### config.mk
export PLATFORM = sky130hd
export DESIGN_NAME = psc_trigger_receiver_flat
export DESIGN_NICKNAME = d
export VERILOG_FILES = /design/src/rtl/psc_trigger_receiver_pkg.sv /design/src/rtl/psc_trigger_receiver_if.sv /design/src/rtl/psc_trigger_receiver_bit_sampler.sv /design/src/rtl/psc_trigger_receiver.sv /design/src/flat_wrapper.sv
export SDC_FILE = /design/constraint.sdc
export NUM_CORES = 1
export LEC_CHECK = 0
export CORE_MARGIN = 4
export CORE_UTILIZATION = 45
export CTS_CLUSTER_DIAMETER = 80
export DETAILED_ROUTE_END_ITERATION = 8
export PLACE_DENSITY = 0.72
export SKIP_CTS_REPAIR_TIMING = 1
export SYNTH_ARGS = -nofsm -noshare
export SYNTH_HDL_FRONTEND = slang
export SYNTH_SLANG_ARGS = --single-unit
### constraint.sdc
create_clock -name clk -period 2.7 [get_ports clk]
set_input_delay 0.81 -clock clk [delete_from_list [all_inputs] [get_ports clk]]
set_output_delay 0.81 -clock clk [all_outputs]
set_load 0.02 [all_outputs]
### src/rtl/psc_trigger_receiver_pkg.sv
// rtl/psc_trigger_receiver_pkg.sv - frame constants and lock state shared by PSC trigger link ends
package psc_trigger_pkg;

    localparam int FRAME_WIDTH = 100;

    // Transmitted MSB first; the transmitter sends exactly these frames back to back.
    localparam logic [FRAME_WIDTH-1:0] IDLE_FRAME    = 100'hC0C0C0C0C0C0C0C0C0C0C0C0C;
    localparam logic [FRAME_WIDTH-1:0] TRIGGER_FRAME = 100'hFF00FF00FF00FF00FF00FF00F;

    typedef enum logic {
        HUNT   = 1'b0,
        LOCKED = 1'b1
    } state_t;

endpackage

### src/rtl/psc_trigger_receiver_if.sv
// rtl/psc_trigger_receiver_if.sv - serial input, counter clear and decoded status of the trigger receiver
interface psc_trigger_receiver_if #(
    parameter int CNT_W = 16
);
    logic             psc_input;
    logic             clear_counts;
    logic             trigger_out;
    logic             locked;
    logic             frame_valid;
    logic             frame_error;
    logic [CNT_W-1:0] trigger_count;
    logic [CNT_W-1:0] error_count;

    modport slave (
        input  psc_input, clear_counts,
        output trigger_out, locked, frame_valid, frame_error, trigger_count, error_count
    );

    modport master (
        output psc_input, clear_counts,
        input  trigger_out, locked, frame_valid, frame_error, trigger_count, error_count
    );
endinterface

### src/rtl/psc_trigger_receiver_bit_sampler.sv
// rtl/psc_trigger_receiver_bit_sampler.sv - synchronizer and edge-realigned mid-bit sample strobe
module psc_bit_sampler #(
    parameter int CLKS_PER_BIT = 5
) (
    input  logic clk,
    input  logic reset,
    input  logic serial_in,
    output logic bit_out,
    output logic bit_strobe
);
    localparam int             PW        = $clog2(CLKS_PER_BIT);
    localparam logic [PW-1:0]  PHASE_END = PW'(CLKS_PER_BIT - 1);
    localparam logic [PW-1:0]  PHASE_MID = PW'(CLKS_PER_BIT / 2);

    logic          r_sync1;
    logic          r_sync2;
    logic          r_dly;
    logic [PW-1:0] r_phase;
    logic          w_edge;

    assign w_edge = r_sync2 ^ r_dly;

    // Every line transition re-centres the sample point; long runs rely on the wrap.
    always_ff @(posedge clk or negedge reset) begin
        if (!reset) begin
            r_sync1 <= 1'b0;
            r_sync2 <= 1'b0;
            r_dly   <= 1'b0;
            r_phase <= '0;
        end else begin
            r_sync1 <= serial_in;
            r_sync2 <= r_sync1;
            r_dly   <= r_sync2;
            if (w_edge || r_phase == PHASE_END) begin
                r_phase <= '0;
            end else begin
                r_phase <= r_phase + 1'b1;
            end
        end
    end

    assign bit_out    = r_sync2;
    assign bit_strobe = (r_phase == PHASE_MID);

endmodule

### src/rtl/psc_trigger_receiver.sv
// rtl/psc_trigger_receiver.sv - frame alignment, idle/trigger decode and saturating link status counters
module psc_trigger_receiver
    import psc_trigger_pkg::*;
#(
    parameter int                   CLKS_PER_BIT    = 5,
    parameter int                   WIDTH           = FRAME_WIDTH,
    parameter logic [WIDTH-1:0]     IDLE_PATTERN    = IDLE_FRAME,
    parameter logic [WIDTH-1:0]     TRIGGER_PATTERN = TRIGGER_FRAME,
    parameter int                   LOSS_FRAMES     = 3,
    parameter int                   CNT_W           = 16
) (
    input  logic                    clk,
    input  logic                    reset,
    psc_trigger_receiver_if.slave   bus
);
    localparam int               BCW     = $clog2(WIDTH);
    localparam int               BFW     = $clog2(LOSS_FRAMES + 1);
    localparam logic [CNT_W-1:0] CNT_MAX = '1;

    state_t           r_state;
    state_t           w_next_state;
    logic [WIDTH-1:0] r_shift;
    logic [WIDTH-1:0] w_window;
    logic [BCW-1:0]   r_bit_cnt;
    logic [BCW-1:0]   w_bit_cnt;
    logic [BFW-1:0]   r_bad;
    logic [BFW-1:0]   w_bad;
    logic             w_bit;
    logic             w_strobe;
    logic             w_is_idle;
    logic             w_is_trig;
    logic             w_valid;
    logic             w_trig;
    logic             w_err;
    logic             r_trigger_out;
    logic             r_frame_valid;
    logic             r_frame_error;
    logic [CNT_W-1:0] r_trigger_count;
    logic [CNT_W-1:0] r_error_count;

    psc_bit_sampler #(
        .CLKS_PER_BIT (CLKS_PER_BIT)
    ) u_sampler (
        .clk        (clk),
        .reset      (reset),
        .serial_in  (bus.psc_input),
        .bit_out    (w_bit),
        .bit_strobe (w_strobe)
    );

    // Decisions look at the window including the bit being sampled right now.
    assign w_window  = {r_shift[WIDTH-2:0], w_bit};
    assign w_is_idle = (w_window == IDLE_PATTERN);
    assign w_is_trig = (w_window == TRIGGER_PATTERN);

    always_ff @(posedge clk or negedge reset) begin
        if (!reset) begin
            r_state <= HUNT;
        end else begin
            r_state <= w_next_state;
        end
    end

    always_comb begin
        w_next_state = r_state;
        w_bit_cnt    = r_bit_cnt;
        w_bad        = r_bad;
        w_valid      = 1'b0;
        w_trig       = 1'b0;
        w_err        = 1'b0;
        if (w_strobe) begin
            case (r_state)
                HUNT: begin
                    if (w_is_idle) begin
                        w_next_state = LOCKED;
                        w_bit_cnt    = '0;
                        w_bad        = '0;
                    end
                end
                LOCKED: begin
                    if (r_bit_cnt == BCW'(WIDTH - 1)) begin
                        w_bit_cnt = '0;
                        if (w_is_idle || w_is_trig) begin
                            w_valid = 1'b1;
                            w_trig  = w_is_trig;
                            w_bad   = '0;
                        end else begin
                            w_err = 1'b1;
                            w_bad = r_bad + 1'b1;
                            if (w_bad == BFW'(LOSS_FRAMES)) begin
                                w_next_state = HUNT;
                            end
                        end
                    end else begin
                        w_bit_cnt = r_bit_cnt + 1'b1;
                    end
                end
            endcase
        end
    end

    always_ff @(posedge clk or negedge reset) begin
        if (!reset) begin
            r_shift         <= '0;
            r_bit_cnt       <= '0;
            r_bad           <= '0;
            r_trigger_out   <= 1'b0;
            r_frame_valid   <= 1'b0;
            r_frame_error   <= 1'b0;
            r_trigger_count <= '0;
            r_error_count   <= '0;
        end else begin
            if (w_strobe) begin
                r_shift <= w_window;
            end
            r_bit_cnt     <= w_bit_cnt;
            r_bad         <= w_bad;
            r_trigger_out <= w_trig;
            r_frame_valid <= w_valid;
            r_frame_error <= w_err;
            // A clear landing on the same edge as an increment still leaves zero.
            if (bus.clear_counts) begin
                r_trigger_count <= '0;
                r_error_count   <= '0;
            end else begin
                if (w_trig && r_trigger_count != CNT_MAX) begin
                    r_trigger_count <= r_trigger_count + 1'b1;
                end
                if (w_err && r_error_count != CNT_MAX) begin
                    r_error_count <= r_error_count + 1'b1;
                end
            end
        end
    end

    assign bus.trigger_out   = r_trigger_out;
    assign bus.frame_valid   = r_frame_valid;
    assign bus.frame_error   = r_frame_error;
    assign bus.locked        = (r_state == LOCKED);
    assign bus.trigger_count = r_trigger_count;
    assign bus.error_count   = r_error_count;

endmodule

### src/flat_wrapper.sv
// flat-port wrapper written by rule: the top's interface ports become plain ports
module psc_trigger_receiver_flat import psc_trigger_pkg::*;
#(
    parameter int                   CLKS_PER_BIT    = 5,
    parameter int                   WIDTH           = FRAME_WIDTH,
    parameter logic [WIDTH-1:0]     IDLE_PATTERN    = IDLE_FRAME,
    parameter logic [WIDTH-1:0]     TRIGGER_PATTERN = TRIGGER_FRAME,
    parameter int                   LOSS_FRAMES     = 3,
    parameter int                   CNT_W           = 16
)
  (clk, reset, bus_psc_input, bus_clear_counts, bus_trigger_out, bus_locked, bus_frame_valid, bus_frame_error, bus_trigger_count, bus_error_count);
  psc_trigger_receiver_if #(.CNT_W(CNT_W)) bus_i ();
  input  logic clk;
  input  logic reset;
  input wire logic [$bits(bus_i.psc_input)-1:0] bus_psc_input;
  input wire logic [$bits(bus_i.clear_counts)-1:0] bus_clear_counts;
  output wire logic [$bits(bus_i.trigger_out)-1:0] bus_trigger_out;
  output wire logic [$bits(bus_i.locked)-1:0] bus_locked;
  output wire logic [$bits(bus_i.frame_valid)-1:0] bus_frame_valid;
  output wire logic [$bits(bus_i.frame_error)-1:0] bus_frame_error;
  output wire logic [$bits(bus_i.trigger_count)-1:0] bus_trigger_count;
  output wire logic [$bits(bus_i.error_count)-1:0] bus_error_count;
  assign bus_i.psc_input = bus_psc_input;
  assign bus_i.clear_counts = bus_clear_counts;
  assign bus_trigger_out = bus_i.trigger_out;
  assign bus_locked = bus_i.locked;
  assign bus_frame_valid = bus_i.frame_valid;
  assign bus_frame_error = bus_i.frame_error;
  assign bus_trigger_count = bus_i.trigger_count;
  assign bus_error_count = bus_i.error_count;
  psc_trigger_receiver #(.CLKS_PER_BIT(CLKS_PER_BIT), .WIDTH(WIDTH), .IDLE_PATTERN(IDLE_PATTERN), .TRIGGER_PATTERN(TRIGGER_PATTERN), .LOSS_FRAMES(LOSS_FRAMES), .CNT_W(CNT_W)) u_core (.clk(clk), .reset(reset), .bus(bus_i));
endmodule
==> impl_metrics.yaml, run 1 <==
outcome:
  status: "finished clean"
timing:
  fmax_mhz: 396
  finalSetupViolCount: 0
  finalMaxSlewViolations: 0
  tightest_slew_ps: 543
  hold_ws_ps: 264
  period_needed_ps: 2520
  period_share_pct: 93.4
  maxSlewHeadroom_pct: 63.5
  finalSetupTns_ps: 0
  hold_viol: 0
  worst_slack_ps: 177
  grt_setup_unrepaired: "no"
  clock_skew_ps: 7.41
worst_setup_path:
  crit_path_end_kind: "flip-flop"
  worstPathRequired_ps: 3050
  crit_path_max_fanout: 26
  cp.arrival_ps: 2870
  crit_start: "u_core.r_shift[57]$_DFFE_PN0P_"
  cpPeakStageDelay_ps: 540
  crit_end: "u_core.bus.trigger_count[9]$_DFFE_PN0P_"
  cp_cell_sequence: "or4bb_1 > nor3_2 > and4_2 > nand3_2 > buf_6 > or4_1 > a21oi_1"
  regToRegSetupSlack_ps: 180
  reg2reg_from: "u_core.r_shift[57]$_DFFE_PN0P_"
  critPathSlowestCell: "or4bb_1"
  start_kind: "flip-flop"
  r2r_cells: 7
  path_class: "reg -> reg"
  r2r-end: "u_core.bus.trigger_count[9]$_DFFE_PN0P_"
pwr:
  ir_worst_vdd_mv: 0.505
  power_leakage_nw: 3.82
  p_per_area_nw_per_um2: 662
  power_mw: 5.36
cells_and_area:
  drive_above_1_share_pct: 7.07
  num_antenna_cells: 0
  nFillCells: 1298
  nets: 804
  design_area_sq_um: 8090
  fin_cells: 990
  final_cell_mix: "nand2_1, dfrtp_1, clkdlybuf4s50_1"
  layout_commonest_cell: "nand2_1"
  final_util_pct: 55.3
  areaGrowthSynthToFinish_pct: 19.2
routing:
  drc: 0
  routed_via_density: 5.43
  routedWlPerCell_um: 14.4
  dr.pass1.iters: 4
  drt_wl_total_mm: 14.3
  first_iter_violations: 490
  vias: 5372
  ant_nets: 0
place:
  dp_slack_ps: 128
  gp_congestion: 0.777
  placed_cells: 958
  dpl_cell_area_sq_um: 7440
  io_buffers: 39
  dp_hpwl_mm: 9.03
clock_network:
  clock_path_buffers: 2
  clk_pin_slew_ps: 60
  cts_root_buf: "clkbuf_16"
  cts_tree: "built"
  clkSinkCount: 150
  h-tree-depth: 4
  cts_inserted_buffers: 17
  clk-insertion-delay-late_ps: 430
synth:
  synthFlopType: "dfrtp_1"
  ys_seq_area_share_pct: 55.3
  avgSynthCellArea_sq_um: 8.93
  synth_top_area_share_pct: 55.3
  yosys-top-cells-area: "dfrtp_1, nand2_1, or4_1"
  synthesis.area_sq_um: 6790
  synth_area_leader_cell: "dfrtp_1"
  synthCells: 760
  yosys_warnings: 0
  synth-edff-count: 0
  async_flop_share_pct: 100
  synth_cell_type_count: 46
  synth_seq_cells: 150
  synth_nets: 771
global_routing:
  grt_pass1_wl_mm: 25.5
  antenna_found_initial: 0
  track_usage_pct: 18.5
  grt_pass1_vias: 5182
  grt-ovfl-total: 0
  grt_max_degree: 106
floorplan:
  initial_core_util_pct: 46.4
  num_io_pins: 40
  core_area_sq_um: 14600
  rows: 44
  die_area_sq_um: 17100
  die_h_um: 131
  fp.dieW_um: 131
job:
  maxCapViolCount: 0
worst_hold_path:
  min_path_type: "in -> async"
[critical path: cells and delay by family, from the launching register on]
| family | cells | cell delay, ps |
|---|---|---|
| simple gates | 5 | 1690 |
| compound gates | 1 | 170 |
| flops | 1 | 400 |
| buf+inv | 1 | 190 |
[worst min-delay path by stage]
stage	start	slack, ps	cells after the start	endpoint
after floorplan	u_core.u_sampler.r_sync1$_DFF_PN0_	330	0	u_core.u_sampler.bit_out$_DFF_PN0_
after global placement	u_core.u_sampler.r_sync1$_DFF_PN0_	330	0	u_core.u_sampler.bit_out$_DFF_PN0_
after detailed placement	u_core.u_sampler.r_sync1$_DFF_PN0_	340	0	u_core.u_sampler.bit_out$_DFF_PN0_
after CTS	reset	260	1	u_core.bus.trigger_count[11]$_DFFE_PN0P_
after global routing	reset	280	1	u_core.bus.trigger_count[14]$_DFFE_PN0P_
final	reset	260	1	u_core.bus.trigger_count[11]$_DFFE_PN0P_
[routing by layer]
| layer | track usage (%) | routed length (um) | vias up |
|---|---|---|---|
| li1 | - | - | 2677 |
| met1 | 26.8 | 7050 | 2574 |
| met2 | 27.3 | 6440 | 107 |
| met3 | 4.59 | 627 | 14 |
| met4 | 6.35 | 161 | 0 |
| met5 | 0 | 0 | - |
[flip-flops by register name, summed over array words and instances, names as in the netlist]
name / count
u_core.bus.frame_error: 1
u_core.u_sampler.r_phase: 3
u_core.u_sampler.bit_out: 1
u_core.u_sampler.r_sync1: 1
u_core.bus.trigger_count: 16
u_core.bus.frame_valid: 1
u_core.bus.trigger_out: 1
u_core.u_sampler.r_dly: 1
u_core.bus.error_count: 16
u_core.r_bit_cnt: 7
u_core.r_shift: 99
u_core.r_bad: 2
u_core.bus.locked: 1
[Yosys cell counts, types with 3 or more instances]
| cell type | number |
|---|---|
| clkbuf_1 | 32 |
| nor4_1 | 15 |
| and4_1 | 4 |
| o31ai_1 | 25 |
| inv_1 | 11 |
| buf_1 | 3 |
| a21oi_1 | 32 |
| a22o_1 | 3 |
| nand4_1 | 15 |
| and2_1 | 5 |
| nor4b_1 | 5 |
| or4_1 | 26 |
| o21ai_0 | 10 |
| ha_1 | 7 |
| or4bb_1 | 4 |
| o41ai_1 | 3 |
| and3_1 | 5 |
| nor3_1 | 7 |
| dfrtp_1 | 150 |
| nand3_1 | 19 |
| nand2_1 | 328 |
| nor4bb_1 | 8 |
| or3_1 | 5 |
| nand2b_1 | 4 |
| buf_2 | 5 |
| nor2_1 | 7 |
[final cells by class]
cell class	count	area, sq um	area share, %
sequential	150	3750	46.4
multi-input combinational	558	2860	35.3
timing repair buffer	55	578	7.14
clock buffer	21	460	5.69
tap	184	230	2.84
clock inverter	11	174	2.15
inverter	11	41.3	0.510
[where the power goes]
| part | internal [mW] | leakage [nW] | switching, mW |
|---|---|---|---|
| sequential | 2.33 | 2.08 | 0.0673 |
| combinational | 0.114 | 1.44 | 0.322 |
| clock | 1.60 | 0.299 | 0.930 |
| total | 4.04 | 3.82 | 1.32 |
[logic make-up after synthesis]
| group | Yosys count | synth area share [%] |
|---|---|---|
| AO/OA/AOI/OAI | 83 | 7.83 |
| XOR/XNOR | 1 | 0.129 |
| adder cells (fa/ha/maj) | 7 | 1.29 |
| buffers and inverters | 52 | 3.08 |
| flip-flops | 150 | 55.3 |
| multiplexers | 1 | 0.147 |
| AND/OR/NAND/NOR | 466 | 32.2 |
(Power assumes the default switching activity.)
==> run 2: changes to the inputs <==
--- a/config.mk
+++ b/config.mk
@@ -5,11 +5,13 @@
 export SDC_FILE = /design/constraint.sdc
 export NUM_CORES = 1
 export LEC_CHECK = 0
+export CELL_PAD_IN_SITES_DETAIL_PLACEMENT = 1
+export CELL_PAD_IN_SITES_GLOBAL_PLACEMENT = 1
 export CORE_MARGIN = 4
 export CORE_UTILIZATION = 45
 export CTS_CLUSTER_DIAMETER = 80
 export DETAILED_ROUTE_END_ITERATION = 8
-export PLACE_DENSITY = 0.72
+export PLACE_DENSITY = 0.87
 export SKIP_CTS_REPAIR_TIMING = 1
 export SYNTH_ARGS = -nofsm -noshare
 export SYNTH_HDL_FRONTEND = slang
==> impl_metrics.yaml, run 2 (synthesis gave the netlist of run 1 again) <==
worst_setup_path:
  crit_path_end_kind: "flip-flop"
  start_kind: "flip-flop"
  worstPathRequired_ps: 3050
  cp.arrival_ps: 3000
  crit_path_max_fanout: 32
  path_class: "reg -> reg"
timing:
  fmax_mhz: 378
  period_needed_ps: 2650
  maxSlewHeadroom_pct: 56.5
  finalSetupViolCount: 0
  clock_skew_ps: 9.26
  period_share_pct: 98.1
  hold_viol: 0
  tightest_slew_ps: 646
  finalMaxSlewViolations: 0
floorplan:
  initial_core_util_pct: 46.4
  num_io_pins: 40
  die_h_um: 131
  core_area_sq_um: 14600
  fp.dieW_um: 131
  rows: 44
  die_area_sq_um: 17100
clock_network:
  cts_root_buf: "clkbuf_16"
  clk_pin_slew_ps: 60
  clkSinkCount: 150
  cts_inserted_buffers: 17
  h-tree-depth: 4
  cts_tree: "built"
  clock_path_buffers: 2
  clk-insertion-delay-late_ps: 420
cells_and_area:
  design_area_sq_um: 8150
  nets: 806
  layout_commonest_cell: "nand2_1"
  largest_register_ffs: 99
  regMostFlops: "u_core.r_shift"
  num_antenna_cells: 0
  areaGrowthSynthToFinish_pct: 20.1
  final_cell_mix: "nand2_1, dfrtp_1, clkdlybuf4s50_1"
  drive_above_1_share_pct: 8.04
pwr:
  ir_worst_vdd_mv: 0.493
  p_per_area_nw_per_um2: 665
  power_mw: 5.42
  power_leakage_nw: 3.86
global_routing:
  grt-ovfl-total: 0
  globalRouteMet3Util_pct: 4.47
  grt_max_degree: 86
  grt-busiest-layer: "met2"
  use_met1_pct: 27.4
  grt_pass1_vias: 6002
  use_met2_pct: 39.2
  track_usage_pct: 22.2
  antenna_found_initial: 0
  grt_pass1_wl_mm: 30.2
place:
  dp_hpwl_mm: 11.5
  gp_congestion: 0.755
  io_buffers: 39
  dpl_cell_area_sq_um: 7460
routing:
  dr.pass1.iters: 5
  ant_nets: 0
  routed_via_density: 5.77
  drt_wl_total_mm: 18.2
  vias: 5727
  routedWlPerCell_um: 18.4
  drc: 0
  first_iter_violations: 387
worst_hold_path:
  min_path_type: "in -> async"
outcome:
  status: "finished clean"
job:
  maxCapViolCount: 0
-- run 2: power breakdown --
part,internal (mW),switching [mW]
Clock,1.64,0.919
Sequential,2.33,0.0787
Combinational,0.113,0.337
Total,4.08,1.33
-- run 2: path summary, 6_finish.rpt --
kind	cells past startpoint	to	from	slack (ps)
worst max register to register	8	u_core.bus.trigger_count[5]$_DFFE_PN0P_	u_core.r_bit_cnt[0]$_DFFE_PN0P_	50
min in group clk	0	u_core.u_sampler.bit_out$_DFF_PN0_	u_core.u_sampler.r_sync1$_DFF_PN0_	360
worst max-delay path	8	u_core.bus.trigger_count[5]$_DFFE_PN0P_	u_core.r_bit_cnt[0]$_DFFE_PN0P_	50
worst min-delay path	1	u_core.bus.trigger_count[12]$_DFFE_PN0P_	reset	340
max in group asynchronous	2	u_core.r_shift[10]$_DFFE_PN0P_	reset	1710
worst min register to register	0	u_core.u_sampler.bit_out$_DFF_PN0_	u_core.u_sampler.r_sync1$_DFF_PN0_	360
-- run 2: metal layers --
layer | wire length [um] | up-vias | share of wire (%)
li1 | - | 2663 | -
met5 | 0 | - | 0
met4 | 298 | 0 | 1.6
met3 | 547 | 30 | 3.0
met2 | 9620 | 91 | 53
met1 | 7760 | 2943 | 43
-- run 2: final cells by class --
| type | instances | area (sq um) |
|---|---|---|
| clock buffers | 24 | 492 |
| repair buffers | 57 | 589 |
| clock inverters | 8 | 144 |
| flip-flops and latches | 150 | 3750 |
| multi-input cells | 558 | 2900 |
| inverters | 11 | 41.3 |
| fillers | 1654 | 6490 |
| well taps | 184 | 230 |
-- run 2: critical path, stage by stage, from the launching register on --
cell      delay (ps)
dfrtp_1          440
ha_4             180
nand2b_1          80
or4_4            510
nor3_4           270
nand3_2          150
buf_12           190
or4_1            560
a21oi_2          190
-- run 2: per-stage QoR --
stage,util (%),hold WS (ps),setup TNS (ps),std cells,setup slack [ps]
2_1_floorplan,-,331,0,760,282
3_3_place_gp,50.9,339,0,960,90.5
3_5_place_dp,50.9,347,-157,960,-45.6
4_1_cts,55.3,357,-914,992,-126
5_1_grt,55.7,365,-160,992,-64.1
6_report,55.7,342,0,992,52.2
